File: src/rtl/lsu_mem_ctrl.sv
// ---------------------------------------------------------------------------
// lsu_mem_ctrl
//
// Purpose:
//   Load/store controller sitting directly in front of a word-addressed data
//   memory (combinational read, synchronous write on mem_we, read data forced
//   to zero while mem_we is high). It accepts one RV32I load/store at a time,
//   extracts and extends byte/half/word load data, and performs sub-word
//   stores as a read-modify-write because the memory has no byte enables.
//
// Ports:
//   clk         clock, all state updates on the rising edge
//   rst         synchronous active-high reset
//   req_valid   core presents a request
//   req_ready   controller can accept (IDLE and not in reset)
//   req_we      1 = store, 0 = load
//   req_funct3  RV32I funct3 (000 B, 001 H, 010 W, 100 BU, 101 HU)
//   req_addr    byte address
//   req_wdata   store data, right-aligned
//   resp_valid  one-cycle pulse marking a completed response
//   resp_rdata  extended load data (0 for stores and errors), held
//   resp_err    misaligned / illegal funct3 / out of range, held
//   mem_a       word index to memory
//   mem_we      memory write enable
//   mem_wd      memory write data
//   mem_rd      memory read data
// ---------------------------------------------------------------------------
module lsu_mem_ctrl #(
  parameter int unsigned MEM_WORDS = 1024
) (
  input  logic        clk,
  input  logic        rst,
  input  logic        req_valid,
  output logic        req_ready,
  input  logic        req_we,
  input  logic [2:0]  req_funct3,
  input  logic [31:0] req_addr,
  input  logic [31:0] req_wdata,
  output logic        resp_valid,
  output logic [31:0] resp_rdata,
  output logic        resp_err,
  output logic [31:0] mem_a,
  output logic        mem_we,
  output logic [31:0] mem_wd,
  input  logic [31:0] mem_rd
);

  typedef enum logic [2:0] {
    S_IDLE,
    S_LD,
    S_ST,
    S_RMW_R,
    S_RMW_W,
    S_RESP
  } state_e;

  localparam logic [2:0] F3_B  = 3'b000;
  localparam logic [2:0] F3_H  = 3'b001;
  localparam logic [2:0] F3_W  = 3'b010;
  localparam logic [2:0] F3_BU = 3'b100;
  localparam logic [2:0] F3_HU = 3'b101;

  state_e      state_q, state_d;
  logic [31:0] addr_q;
  logic [2:0]  funct3_q;
  logic [31:0] wdata_q;
  logic [31:0] merged_q, merged_d;
  logic [31:0] resp_rdata_q, resp_rdata_d;
  logic        resp_err_q, resp_err_d;

  // Raw memory-side controls before reset gating.
  logic [31:0] mem_a_c;
  logic        mem_we_c;
  logic [31:0] mem_wd_c;

  logic        accept;
  logic        f3_legal;
  logic        misaligned;
  logic        out_of_range;
  logic        req_bad;
  logic [31:0] word_idx;
  logic [31:0] rd_shifted;
  logic [15:0] rd_half;
  logic [31:0] load_ext;
  logic [31:0] merge_word;

  // ------------------------------------------------------------------------
  // Request decode (evaluated on the live request while IDLE)
  // ------------------------------------------------------------------------
  assign accept = (state_q == S_IDLE) && req_valid;

  always_comb begin
    f3_legal = 1'b0;
    if (req_we) begin
      f3_legal = (req_funct3 == F3_B) || (req_funct3 == F3_H) || (req_funct3 == F3_W);
    end else begin
      f3_legal = (req_funct3 == F3_B)  || (req_funct3 == F3_H) || (req_funct3 == F3_W) ||
                 (req_funct3 == F3_BU) || (req_funct3 == F3_HU);
    end
  end

  // funct3[1:0] encodes the access size for every legal code; illegal codes
  // are already flagged above, so overlapping here is harmless.
  assign misaligned = ((req_funct3[1:0] == 2'b01) && req_addr[0]) ||
                      ((req_funct3[1:0] == 2'b10) && (req_addr[1:0] != 2'b00));

  assign out_of_range = {2'b00, req_addr[31:2]} >= 32'(MEM_WORDS);

  assign req_bad = !f3_legal || misaligned || out_of_range;

  // ------------------------------------------------------------------------
  // Load lane extraction and store merge (from the registered request)
  // ------------------------------------------------------------------------
  assign word_idx   = {2'b00, addr_q[31:2]};
  assign rd_shifted = mem_rd >> {addr_q[1:0], 3'b000};
  assign rd_half    = addr_q[1] ? mem_rd[31:16] : mem_rd[15:0];

  always_comb begin
    load_ext = mem_rd;
    case (funct3_q)
      F3_B:    load_ext = {{24{rd_shifted[7]}}, rd_shifted[7:0]};
      F3_BU:   load_ext = {24'h000000, rd_shifted[7:0]};
      F3_H:    load_ext = {{16{rd_half[15]}}, rd_half};
      F3_HU:   load_ext = {16'h0000, rd_half};
      default: load_ext = mem_rd;
    endcase
  end

  always_comb begin
    merge_word = mem_rd;
    if (funct3_q[1:0] == 2'b00) begin
      for (int i = 0; i < 4; i++) begin
        if (addr_q[1:0] == 2'(i)) begin
          merge_word[8*i +: 8] = wdata_q[7:0];
        end
      end
    end else begin
      if (addr_q[1]) begin
        merge_word[31:16] = wdata_q[15:0];
      end else begin
        merge_word[15:0] = wdata_q[15:0];
      end
    end
  end

  // ------------------------------------------------------------------------
  // Next-state and output logic
  // ------------------------------------------------------------------------
  always_comb begin
    state_d      = state_q;
    merged_d     = merged_q;
    resp_rdata_d = resp_rdata_q;
    resp_err_d   = resp_err_q;
    mem_a_c      = 32'h0;
    mem_we_c     = 1'b0;
    mem_wd_c     = 32'h0;

    case (state_q)
      S_IDLE: begin
        if (accept) begin
          if (req_bad) begin
            state_d      = S_RESP;
            resp_rdata_d = 32'h0;
            resp_err_d   = 1'b1;
          end else if (!req_we) begin
            state_d = S_LD;
          end else if (req_funct3 == F3_W) begin
            state_d = S_ST;
          end else begin
            state_d = S_RMW_R;
          end
        end
      end

      S_LD: begin
        mem_a_c      = word_idx;
        resp_rdata_d = load_ext;
        resp_err_d   = 1'b0;
        state_d      = S_RESP;
      end

      S_ST: begin
        mem_a_c      = word_idx;
        mem_we_c     = 1'b1;
        mem_wd_c     = wdata_q;
        resp_rdata_d = 32'h0;
        resp_err_d   = 1'b0;
        state_d      = S_RESP;
      end

      S_RMW_R: begin
        mem_a_c  = word_idx;
        merged_d = merge_word;
        state_d  = S_RMW_W;
      end

      S_RMW_W: begin
        mem_a_c      = word_idx;
        mem_we_c     = 1'b1;
        mem_wd_c     = merged_q;
        resp_rdata_d = 32'h0;
        resp_err_d   = 1'b0;
        state_d      = S_RESP;
      end

      S_RESP: begin
        state_d = S_IDLE;
      end

      default: begin
        state_d = S_IDLE;
      end
    endcase
  end

  // ------------------------------------------------------------------------
  // State registers
  // ------------------------------------------------------------------------
  always_ff @(posedge clk) begin
    if (rst) begin
      state_q      <= S_IDLE;
      addr_q       <= 32'h0;
      funct3_q     <= 3'b000;
      wdata_q      <= 32'h0;
      merged_q     <= 32'h0;
      resp_rdata_q <= 32'h0;
      resp_err_q   <= 1'b0;
    end else begin
      state_q      <= state_d;
      merged_q     <= merged_d;
      resp_rdata_q <= resp_rdata_d;
      resp_err_q   <= resp_err_d;
      if (accept) begin
        addr_q   <= req_addr;
        funct3_q <= req_funct3;
        wdata_q  <= req_wdata;
      end
    end
  end

  // ------------------------------------------------------------------------
  // Outputs. Reset gates the handshake and the memory port combinationally
  // so that a reset edge landing on a write cycle never commits the write.
  // ------------------------------------------------------------------------
  assign req_ready  = (state_q == S_IDLE) && !rst;
  assign resp_valid = (state_q == S_RESP) && !rst;
  assign resp_rdata = resp_rdata_q;
  assign resp_err   = resp_err_q;
  assign mem_a      = rst ? 32'h0 : mem_a_c;
  assign mem_we     = mem_we_c && !rst;
  assign mem_wd     = rst ? 32'h0 : mem_wd_c;

endmodule

File: config.mk
export PLATFORM = sky130hd
export DESIGN_NAME = lsu_mem_ctrl
export DESIGN_NICKNAME = d
export VERILOG_FILES = /design/src/rtl/lsu_mem_ctrl.sv
export SDC_FILE = /design/constraint.sdc
export NUM_CORES = 1
export LEC_CHECK = 0
export CORE_MARGIN = 10
export CORE_UTILIZATION = 30
export CTS_CLUSTER_SIZE = 28
export DETAILED_ROUTE_END_ITERATION = 8
export PLACE_DENSITY_LB_ADDON = 0.05
export SLEW_MARGIN = 20
export SYNTH_ARGS = -nofsm -noshare
export SYNTH_HDL_FRONTEND = slang
export SYNTH_SLANG_ARGS = --single-unit
File: constraint.sdc
create_clock -name clk -period 2 [get_ports clk]
set_input_delay 0.3 -clock clk [delete_from_list [all_inputs] [get_ports clk]]
set_output_delay 0.3 -clock clk [all_outputs]
set_load 0.02 [all_outputs]
==> metrics.cfg <==
[worst_setup_path]
cp_max_fo=8
worstReg2RegEnd=merged_q[25]$_SDFFE_PP0P_
r2r_start=funct3_q[0]$_SDFFE_PP0P_
start_kind=flop
setup.worst_path.end_class=output port
crit_required_ns=1.70
crit_arrival_ns=1.83
r2r_cells=4
ff2ff_setup_slack_ns=0.15
path_class=flop to output port

[status]
status=complete, but fails checks
failed_checks=negative setup slack

[global_route]
grt.met2_usage_pct=30.0
grt_pass1_vias=6629
grt-ovfl-total=0
grt_pass1_wl_mm=39.7
top_usage_layer=met2
antenna_found_initial=1
met1_usage_pct=24.0
grt_max_degree=49
use_met3_pct=5.53
grt_use_total_pct=19.0

[synthesis]
synth.avg_cell_area_um2=7.88
ys_async_sr_fraction_pct=0
yosysSeqAreaShare_pct=42.8
synth_edf_count=0
synth-seq-cells=135
syn_inst=802
synth.distinct_cells=51
synth_ff_type=dfxtp_1
ys.warnings.count=0
syn_area_um2=6320

[cts]
hold_buffers=0
clkSlewWorstSetupHoldPaths_ns=0.06
clk_latency_ns=0.43
tritoncts=done
cts_sinks=135
cts_made_buffers=17
htreeDepth=4
clockRootBuffer=clkbuf_16
cts_buffer_depth=2

[sta]
fin_setup_tns_ns=-5.11
slew_headroom_pct=61.1
tightest_slew_ns=0.580
rsz0062_at_grt=true
max_freq_mhz=470
fin_skew_ns=0.00794
setup_viol=58
holdWs_ns=0.416
fin_crit_sh_pct=106
setup_ws_ns=-0.129
finalHoldViolCount=0
drv_slew=0
period_needed_ns=2.13

[die]
die_w_um=165
core_area_um2=20900
rows=53
die_h_um=165
initial_core_util_pct=30.2
dieArea_um2=27300
io_pins=203

[finish]
layout_commonest_cell=nand2_1
instances_no_fill=1332
drive_above_1_share_pct=24.5
layout_common_cells=nand2_1, clkdlybuf4s50_1, dfxtp_1, buf_4, nor2_1
syn2layout_area_growth_pct=60.7
nFillCells=2086
antenna_cells=0
nNetsFinal=1147

[route]
initialDrtViolationCount=545
wl_per_cell_um=20.3
drt_pass1_iterations=5
dr_total_vias=6780
drc_errors=0
routed_via_density=5.09
drtAntennaViolNets=0
wl_mm=27.1

[min_path]
hp-class=input pin to flop
min_from=req_addr[9]
min_to=addr_q[9]$_SDFFE_PP0P_
holdPathStages=3

[pwr]
swShare_pct=26.5
p_clk_share_pct=44.8
p_int_mw=5.84
p_switching_mw=2.11
peakVddDrop_mv=0.491
pwr-share-seq_pct=36.8
p_leak_nw=3.79
pwr-share-comb_pct=18.4
power.density_nw_per_um2=783
total_power_mw=7.95

[place]
hpwl_mm=19.2
portBuffers=200
post-place-cells=1274
finalWeightedCongestion=0.842

[job]
cap_violations=0

[power by group through the flow]
stage / registers (mW) / clock network (mW) / logic, mW
after floorplan: 3.01 / 0 / 0.556
after global placement: 2.97 / 0 / 1.31
after detailed placement: 2.97 / 0 / 1.31
after CTS: 2.92 / 3.62 / 1.38
after global routing: 2.94 / 3.75 / 1.57
final: 2.92 / 3.56 / 1.46
[layout make-up]
| type | count | area [um2] | share of cell area (%) |
|---|---|---|---|
| Timing Repair Buffer | 296 | 2930 | 28.9 |
| Tap cell | 275 | 344 | 3.39 |
| Clock buffer | 21 | 470 | 4.63 |
| Sequential cell | 135 | 2710 | 26.7 |
| Clock inverter | 11 | 194 | 1.91 |
| Inverter | 5 | 18.8 | 0.185 |
| Multi-Input combinational cell | 589 | 3480 | 34.3 |
[cell usage after synthesis (all sizes together), types with 2 or more instances]
| cell | n | area (um2) |
|---|---|---|
| nand3b | 2 | 15.0 |
| buf | 29 | 164 |
| nand2b | 3 | 18.8 |
| mux2i | 16 | 160 |
| nand2 | 144 | 541 |
| and2 | 31 | 194 |
| nor3 | 20 | 100 |
| nor3b | 5 | 63.8 |
| clkbuf | 45 | 170 |
| inv | 4 | 15.0 |
| nor2 | 85 | 319 |
| nor4 | 7 | 43.8 |
| a22oi | 32 | 240 |
| o22a | 7 | 61.3 |
| a221oi | 16 | 140 |
| a21boi | 7 | 52.6 |
| a22o | 8 | 70.1 |
| o221ai | 15 | 131 |
| o21ai | 38 | 194 |
| a211oi | 10 | 75.1 |
| a311oi | 8 | 70.1 |
| nor4b | 2 | 32.5 |
| a21oi | 70 | 354 |
| nand3 | 30 | 150 |
| o22ai | 17 | 106 |
| dfxtp | 135 | 2700 |
[worst max path at each step]
stage	start	endpoint	slack, ns	cells past startpoint
6_report	state_q[0]$_SDFFE_PP0P_	mem_wd[1]	-0.13	8
5_1_grt	state_q[0]$_SDFFE_PP0P_	mem_wd[31]	-0.24	8
2_1_floorplan	rst	req_ready	0.19	4
3_5_place_dp	req_addr[14]	resp_rdata[1]$_SDFFE_PP0P_	-0.21	7
3_3_place_gp	req_addr[14]	resp_rdata[16]$_SDFFE_PP0P_	-0.20	7
4_1_cts	state_q[0]$_SDFFE_PP0P_	mem_wd[14]	-0.15	8
[critical path: stages, from the launching register on]
cell,delay (ns)
dfxtp_4,0.35
buf_6,0.12
nor3b_4,0.23
buf_6,0.16
buf_16,0.14
buf_6,0.10
a22oi_2,0.04
nor2_1,0.11
buf_4,0.15
[flip-flops by register name, summed over array words and instances, names as in the netlist]
signal      count
resp_err        1
resp_rdata     32
state_q         3
addr_q         32
wdata_q        32
funct3_q        3
merged_q       32
[per-stage QoR]
step	cell area (um2)	setup slack (ns)	utilization, %
global placement	8990	-0.203	43.0
finish	10200	-0.129	48.6
detailed placement	8990	-0.210	43.0
floorplan	6320	0.191	-
global route	10200	-0.241	48.6
CTS	9790	-0.152	46.8
[what timing repair did]
item                                    in CTS  in global routing
pin swaps                                    4                 20
buffers inserted                            10                  9
gates cloned                                 4                  4
endpoints found under the setup margin      65                 64
gates resized for setup                    332                 93
[kinds of logic after synthesis]
logic type	Yosys count	share of synthesized area (%)
other cells	1	0.0593
flops	135	42.8
simple gates	334	23.9
compound gates	234	24.5
buf+inv	79	5.58
mux	17	2.89
xor+xnor	2	0.277
[layer usage]
metal	share of wire [%]	routed length, um
met5	0.048	13
met4	1.9	523
met3	7.4	2010
met2	47	12800
met1	43	11700
Power figures use the tool's default switching activity.
